### src/rtl/multicycle_controller_pkg.sv
// Shared types and encodings for the multicycle ARM controller: FSM states,
// ALU codes, condition codes, datapath mux selects and the ALU decode helper.
package multicycle_controller_pkg;

  typedef enum logic [3:0] {
    S_FETCH, S_DECODE, S_MEMADR, S_MEMRD, S_MEMWB,
    S_MEMWR, S_EXECUTER, S_EXECUTEI, S_ALUWB, S_BRANCH
  } state_t;

  localparam logic [1:0] ALU_ADD = 2'b00;
  localparam logic [1:0] ALU_SUB = 2'b01;
  localparam logic [1:0] ALU_AND = 2'b10;
  localparam logic [1:0] ALU_ORR = 2'b11;

  localparam logic [3:0] COND_EQ = 4'b0000;
  localparam logic [3:0] COND_NE = 4'b0001;
  localparam logic [3:0] COND_CS = 4'b0010;
  localparam logic [3:0] COND_CC = 4'b0011;
  localparam logic [3:0] COND_MI = 4'b0100;
  localparam logic [3:0] COND_PL = 4'b0101;
  localparam logic [3:0] COND_VS = 4'b0110;
  localparam logic [3:0] COND_VC = 4'b0111;
  localparam logic [3:0] COND_HI = 4'b1000;
  localparam logic [3:0] COND_LS = 4'b1001;
  localparam logic [3:0] COND_GE = 4'b1010;
  localparam logic [3:0] COND_LT = 4'b1011;
  localparam logic [3:0] COND_GT = 4'b1100;
  localparam logic [3:0] COND_LE = 4'b1101;
  localparam logic [3:0] COND_AL = 4'b1110;
  localparam logic [3:0] COND_NV = 4'b1111;

  localparam logic [1:0] ALUSRCA_REG   = 2'b00;
  localparam logic [1:0] ALUSRCA_PC    = 2'b01;
  localparam logic [1:0] ALUSRCB_REG   = 2'b00;
  localparam logic [1:0] ALUSRCB_IMM   = 2'b01;
  localparam logic [1:0] ALUSRCB_FOUR  = 2'b10;
  localparam logic [1:0] RESULT_ALUOUT = 2'b00;
  localparam logic [1:0] RESULT_DATA   = 2'b01;
  localparam logic [1:0] RESULT_ALU    = 2'b10;

  typedef struct packed {
    logic       next_pc;
    logic       branch;
    logic       reg_w;
    logic       mem_w;
    logic       ir_write;
    logic       adr_src;
    logic       alu_op;
    logic [1:0] alu_src_a;
    logic [1:0] alu_src_b;
    logic [1:0] result_src;
  } ctrl_t;

  // Funct[4:1] of a data-processing op; unsupported opcodes fall back to ADD.
  function automatic logic [1:0] alu_decode(input logic [3:0] op);
    case (op)
      4'b0100: alu_decode = ALU_ADD;
      4'b0010: alu_decode = ALU_SUB;
      4'b0000: alu_decode = ALU_AND;
      4'b1100: alu_decode = ALU_ORR;
      default: alu_decode = ALU_ADD;
    endcase
  endfunction

endpackage

### src/rtl/multicycle_controller_condcheck.sv
// Evaluates an ARM condition field against the {N,Z,C,V} flags.
module condcheck
  import multicycle_controller_pkg::*;
(
  input  logic [3:0] cond,
  input  logic [3:0] flags,
  output logic       cond_ex
);
  logic n, z, c, v, ge;
  assign {n, z, c, v} = flags;
  assign ge = (n == v);

  always_comb begin
    cond_ex = 1'b0;
    case (cond)
      COND_EQ: cond_ex = z;
      COND_NE: cond_ex = ~z;
      COND_CS: cond_ex = c;
      COND_CC: cond_ex = ~c;
      COND_MI: cond_ex = n;
      COND_PL: cond_ex = ~n;
      COND_VS: cond_ex = v;
      COND_VC: cond_ex = ~v;
      COND_HI: cond_ex = c & ~z;
      COND_LS: cond_ex = ~c | z;
      COND_GE: cond_ex = ge;
      COND_LT: cond_ex = ~ge;
      COND_GT: cond_ex = ~z & ge;
      COND_LE: cond_ex = z | ~ge;
      COND_AL: cond_ex = 1'b1;
      default: cond_ex = 1'b0;
    endcase
  end
endmodule

### src/rtl/multicycle_controller.sv
// Main instruction FSM, ALU/instruction decoders, NZCV flag register and
// condition-gated architectural write strobes for the multicycle ARM core.
module multicycle_controller
  import multicycle_controller_pkg::*;
(
  input  logic       clk,
  input  logic       reset,
  input  logic [3:0] Cond,
  input  logic [1:0] Op,
  input  logic [5:0] Funct,
  input  logic [3:0] Rd,
  input  logic [3:0] ALUFlags,
  output logic       PCWrite,
  output logic       MemWrite,
  output logic       RegWrite,
  output logic       IRWrite,
  output logic       AdrSrc,
  output logic [1:0] RegSrc,
  output logic [1:0] ALUSrcA,
  output logic [1:0] ALUSrcB,
  output logic [1:0] ResultSrc,
  output logic [1:0] ImmSrc,
  output logic [1:0] ALUControl
);
  state_t     state, state_next;
  ctrl_t      ctl;
  logic [1:0] flag_w;
  logic [3:0] flags;
  logic       cond_raw, cond_ex, cond_ex_d, pcs;

  always_ff @(posedge clk) begin
    if (reset) state <= S_FETCH;
    else       state <= state_next;
  end

  always_comb begin
    state_next = S_FETCH;
    case (state)
      S_FETCH:  state_next = S_DECODE;
      S_DECODE:
        case (Op)
          2'b00:   state_next = Funct[5] ? S_EXECUTEI : S_EXECUTER;
          2'b01:   state_next = S_MEMADR;
          2'b10:   state_next = S_BRANCH;
          default: state_next = S_FETCH;
        endcase
      S_MEMADR:   state_next = Funct[0] ? S_MEMRD : S_MEMWR;
      S_MEMRD:    state_next = S_MEMWB;
      S_EXECUTER: state_next = S_ALUWB;
      S_EXECUTEI: state_next = S_ALUWB;
      default:    state_next = S_FETCH;
    endcase
  end

  always_comb begin
    ctl = '0;
    case (state)
      S_FETCH: begin
        ctl.ir_write   = 1'b1;
        ctl.next_pc    = 1'b1;
        ctl.alu_src_a  = ALUSRCA_PC;
        ctl.alu_src_b  = ALUSRCB_FOUR;
        ctl.result_src = RESULT_ALU;
      end
      S_DECODE: begin
        ctl.alu_src_a  = ALUSRCA_PC;
        ctl.alu_src_b  = ALUSRCB_FOUR;
        ctl.result_src = RESULT_ALU;
      end
      S_MEMADR: begin
        ctl.alu_src_a = ALUSRCA_REG;
        ctl.alu_src_b = ALUSRCB_IMM;
      end
      S_MEMRD: begin
        ctl.adr_src    = 1'b1;
        ctl.result_src = RESULT_ALUOUT;
      end
      S_MEMWB: begin
        ctl.result_src = RESULT_DATA;
        ctl.reg_w      = 1'b1;
      end
      S_MEMWR: begin
        ctl.adr_src    = 1'b1;
        ctl.result_src = RESULT_ALUOUT;
        ctl.mem_w      = 1'b1;
      end
      S_EXECUTER: begin
        ctl.alu_src_a = ALUSRCA_REG;
        ctl.alu_src_b = ALUSRCB_REG;
        ctl.alu_op    = 1'b1;
      end
      S_EXECUTEI: begin
        ctl.alu_src_a = ALUSRCA_REG;
        ctl.alu_src_b = ALUSRCB_IMM;
        ctl.alu_op    = 1'b1;
      end
      S_ALUWB: begin
        ctl.result_src = RESULT_ALUOUT;
        ctl.reg_w      = 1'b1;
      end
      S_BRANCH: begin
        ctl.alu_src_a  = ALUSRCA_REG;
        ctl.alu_src_b  = ALUSRCB_IMM;
        ctl.result_src = RESULT_ALU;
        ctl.branch     = 1'b1;
      end
      default: ctl = '0;
    endcase
  end

  always_comb begin
    ALUControl = ALU_ADD;
    flag_w     = 2'b00;
    if (ctl.alu_op) begin
      ALUControl = alu_decode(Funct[4:1]);
      flag_w[1]  = Funct[0];
      flag_w[0]  = Funct[0] & (ALUControl == ALU_ADD || ALUControl == ALU_SUB);
    end
  end

  condcheck u_condcheck (.cond(Cond), .flags(flags), .cond_ex(cond_raw));
  assign cond_ex = cond_raw & (Cond != COND_NV);

  // CondExD is loaded every cycle; flags only move in EXECUTE, so the value
  // latched in DECODE holds for the rest of the instruction.
  always_ff @(posedge clk) begin
    if (reset) begin
      flags     <= 4'b0000;
      cond_ex_d <= 1'b0;
    end else begin
      cond_ex_d <= cond_ex;
      if (flag_w[1] & cond_ex_d) flags[3:2] <= ALUFlags[3:2];
      if (flag_w[0] & cond_ex_d) flags[1:0] <= ALUFlags[1:0];
    end
  end

  assign pcs       = ctl.branch | (ctl.reg_w & (Rd == 4'hF));
  assign PCWrite   = ctl.next_pc | (pcs & cond_ex_d);
  assign RegWrite  = ctl.reg_w & cond_ex_d;
  assign MemWrite  = ctl.mem_w & cond_ex_d;
  assign IRWrite   = ctl.ir_write;
  assign AdrSrc    = ctl.adr_src;
  assign ALUSrcA   = ctl.alu_src_a;
  assign ALUSrcB   = ctl.alu_src_b;
  assign ResultSrc = ctl.result_src;
  assign ImmSrc    = Op;
  assign RegSrc    = {Op == 2'b01, Op == 2'b10};
endmodule
### config.mk
export PLATFORM = sky130hd
export DESIGN_NAME = multicycle_controller
export DESIGN_NICKNAME = d
export VERILOG_FILES = /design/src/rtl/multicycle_controller_pkg.sv /design/src/rtl/multicycle_controller_condcheck.sv /design/src/rtl/multicycle_controller.sv
export SDC_FILE = /design/constraint.sdc
export NUM_CORES = 1
export LEC_CHECK = 0
export BUFFER_PORTS_ARGS = -buffer_cell sky130_fd_sc_hd__buf_2
export CAP_MARGIN = 20
export CORE_MARGIN = 4
export CORE_UTILIZATION = 42
export CTS_CLUSTER_SIZE = 10
export DETAILED_ROUTE_END_ITERATION = 7
export PLACE_DENSITY = 0.77
export SYNTH_ARGS = -nofsm -noshare
export SYNTH_HDL_FRONTEND = slang
export SYNTH_SLANG_ARGS = --single-unit
### constraint.sdc
create_clock -name clk -period 1.62 [get_ports clk]
set_input_delay 0.324 -clock clk [delete_from_list [all_inputs] [get_ports clk]]
set_output_delay 0.324 -clock clk [all_outputs]
set_load 0.02 [all_outputs]
==> summary.md <==
| Metric | Value |
|---|---|
| Clock share of power | between 20% and 30% |
| Ys async rst share | 0% |
| Iteration-0 DRC Markers | 17 |
| Vias | 827 |
| CTS buffer count | 3 |
| Worst hold path type | input port to flop |
| Final setup violation count | 2 |
| Dominant synthesized flop cell | dfxtp_1 |
| PwrDens | around 640 mW/mm^2 |
| Register area share after synthesis | roughly a quarter |
| CP max FO | 8 |
| Outcome | complete, but fails checks |
| Port Buffer Count | 37 |
| Critical path class | flop to output port |
| P&R area growth vs syn | 50.1% |
| Pre-CTS setup slack | approximately 0.085 ns |
| RSZ-0062 raised after global routing | yes |
| First-pass GRT wire length | about 2600 um |
| Fin. Hold Viols | 0 |
| Internal power | between 0.4 and 0.5 mW |
| Die W | 48.1 um |
| Std cell rows | 14 |
| Hold_buf cts | 0 |
| Initial antenna violation count | 0 |
| Area after DPL | 880 um^2 |
| Clk sinks | 9 |
| Setup TNS | -0.0482 ns |
| Area of the multi-input gates | 494 um^2 |
| Die area | 0.00232 mm^2 |
| WP data arrival | 1.33 ns |
| Setup WS post-layout | -0.0319 ns |
| Drt drc | 0 |
| CTS H-tree lvls | 1 |
| Die Ht | 48.1 um |
| Power share of the combinational group | approximately 37% |
| FF/Latch Area | about 190 um^2 |
| Worst-case clock buffer depth | 2 |
| Post-route cell area | about 0.001 mm^2 |
| Vias in the first global route | between 600 and 700 |
| Crit end category | output port |
| DRT Pass-1 Iters | 4 |
| Worst-path clk slew | roughly 0.060 ns |
| Final Cycle Share | 102% |
| Layout cells sized above 1 | between 40% and 50% |
| Clock root cell | clkbuf_4 |
| CTS tree | yes |
| Sequential share of power | a little under two fifths |
| Max Clk Rate | just over 600 MHz |
| WP data required | 1.30 ns |
| Synth warnings | 0 |
| Netlist cell types | 35 |
| Final #Nets | about 160 |
| Final hold slack | around 0.32 ns |
| MaxCap Viol Count | 0 |
| NetSw | between 0.2 and 0.25 mW |
| N_diodes | 0 |
| Static leakage | around 0.43 nW |
| Synth Area per Inst | approximately 7.1 um^2 |
| Syn Inst Count | 95 |
| Synth Cell Area | 677 um^2 |
| Gr usage total | 15.9% |
| # IOs | 39 |
| Final core occ | roughly 67% |
| Fill cell count | around 130 |
| Net Sw Frac | 32.9% |
| Synth Net Count | ~120 |
| Final wirelength | 1980 um |
| Tmin final | ~1.7 ns |
| Core Area | 0.00151 mm^2 |
| Post-DP HPWL | roughly 1400 um |
| EDFF count, synth | 0 |
| Seq cells post-synth | 9 |
| ANT nets after route | 0 |
| Worst vdd ir | approximately 0.00056 V |
| Violated checks | negative setup slack |
| Max Clock Skew | about 0.0056 ns |
| Slew Viols, Final | 0 |
| Worst setup SP type | flop |
| Pin count of the biggest net entering global routing | 15 |
| Starting Density | between 40% and 50% |
| WL/cell | 13.0 um |
| Post-DR vias/cell | about 5.4 |
| Clk_lat worst skew | 0.25 ns |
| GPL Wtd Cong | roughly 0.74 |
| Gr ovfl total | 0 |
==> worst paths after layout <==
path          startpoint       endpoint  slack [ns]  cells after the start
max             state[3]  ALUControl[1]       -0.03                      3
min          ALUFlags[3]       flags[3]        0.32                      3
max reg2reg     state[3]       flags[0]        0.08                      6
min reg2reg     state[3]       state[3]        0.48                      1
==> per-layer routing <==
layer  vias to the layer above  global-route usage (%)  share of wire, %
li1                        418                       -                 -
met1                       374                    20.1                41
met2                        35                    27.9                50
met3                         0                    5.17               9.6
met4                         0                       0                 0
met5                         -                       0                 0
==> flip-flops by register name, summed over array words and instances (netlist names) <==
name	flops
flags	4
state	4
cond_ex_d	1
==> worst max-delay path, stage by stage (launching register included) <==
cell	delay, ns
dfxtp_4	0.37
nand3b_1	0.23
nor4_1	0.26
buf_2	0.21
==> cells by family after synthesis <==
logic type / count (synthesis) / share of synthesized area, %
other: 1 / 0.554
and+or+nand+nor: 44 / 31.4
AOI/OAI and AO/OA: 23 / 23.5
xor gates and xnor gates: 3 / 3.88
DFF: 9 / 26.6
muxes: 3 / 5.18
buffers and inverters: 12 / 8.87
==> layout make-up <==
| type | instances | share of cell area [%] |
|---|---|---|
| multi-input cells | 74 | 48.6 |
| repair buffers | 45 | 26.4 |
| clock buffers | 4 | 2.59 |
| flip-flops and latches | 9 | 18.7 |
| inverters | 4 | 1.72 |
| well taps | 16 | 1.97 |
==> power by group through the flow <==
stage | logic [mW] | registers [mW] | clock network (mW)
2_1_floorplan | 0.136 | 0.240 | 0
3_3_place_gp | 0.199 | 0.244 | 0
3_5_place_dp | 0.205 | 0.244 | 0
4_1_cts | 0.207 | 0.241 | 0.167
5_1_grt | 0.261 | 0.245 | 0.183
6_report | 0.243 | 0.244 | 0.161
==> stage by stage <==
stage / power, mW / std cells
global route: 0.689 / 152
CTS: 0.615 / 149
detailed placement: 0.450 / 144
floorplan: 0.376 / 95
global placement: 0.443 / 144
finish: 0.648 / 152
==> Yosys cell counts (2+ instances only) <==
cell type,count,share of area (%)
o21ai_0,5,3.7
xnor2_1,3,3.9
inv_1,3,1.7
nor2b_1,4,3.7
nor3_1,7,5.2
nand3_1,3,2.2
nor4_1,2,1.8
nor2_1,11,6.1
buf_4,4,4.4
dfxtp_1,9,27
clkbuf_1,3,1.7
mux2i_1,2,3.0
a211oi_1,2,2.2
nand2_1,11,6.1
a21oi_1,6,4.4
==> what timing repair did <==
item / 4_1_cts / 5_1_grt
pin swaps: 1 / 1
buffers inserted: 1 / 2
resized for setup: 4 / 20
gates cloned: 0 / 1
endpoints found under the setup margin: 3 / 8
==> cells in the final DEF, fill, tap and decap left out, types with 2 or more instances in the layout <==
| cell | synthesis | routed |
|---|---|---|
| a21oi_1 | 6 | 6 |
| dfxtp_1 | 9 | 5 |
| inv_1 | 3 | 2 |
| xnor2_1 | 3 | 2 |
| o21ai_0 | 5 | 4 |
| nand3_1 | 3 | 3 |
| buf_6 | 0 | 4 |
| dfxtp_4 | 0 | 2 |
| buf_4 | 4 | 7 |
| buf_2 | 0 | 34 |
| nor2_1 | 11 | 10 |
| nor2b_1 | 4 | 4 |
| a211oi_1 | 2 | 2 |
| nor3_1 | 7 | 7 |
| o21ai_1 | 1 | 2 |
| clkbuf_4 | 0 | 3 |
| nand2_1 | 11 | 11 |
| mux2i_1 | 2 | 2 |
| dfxtp_2 | 0 | 2 |
No activity file was read; power rests on OpenSTA's default activity.
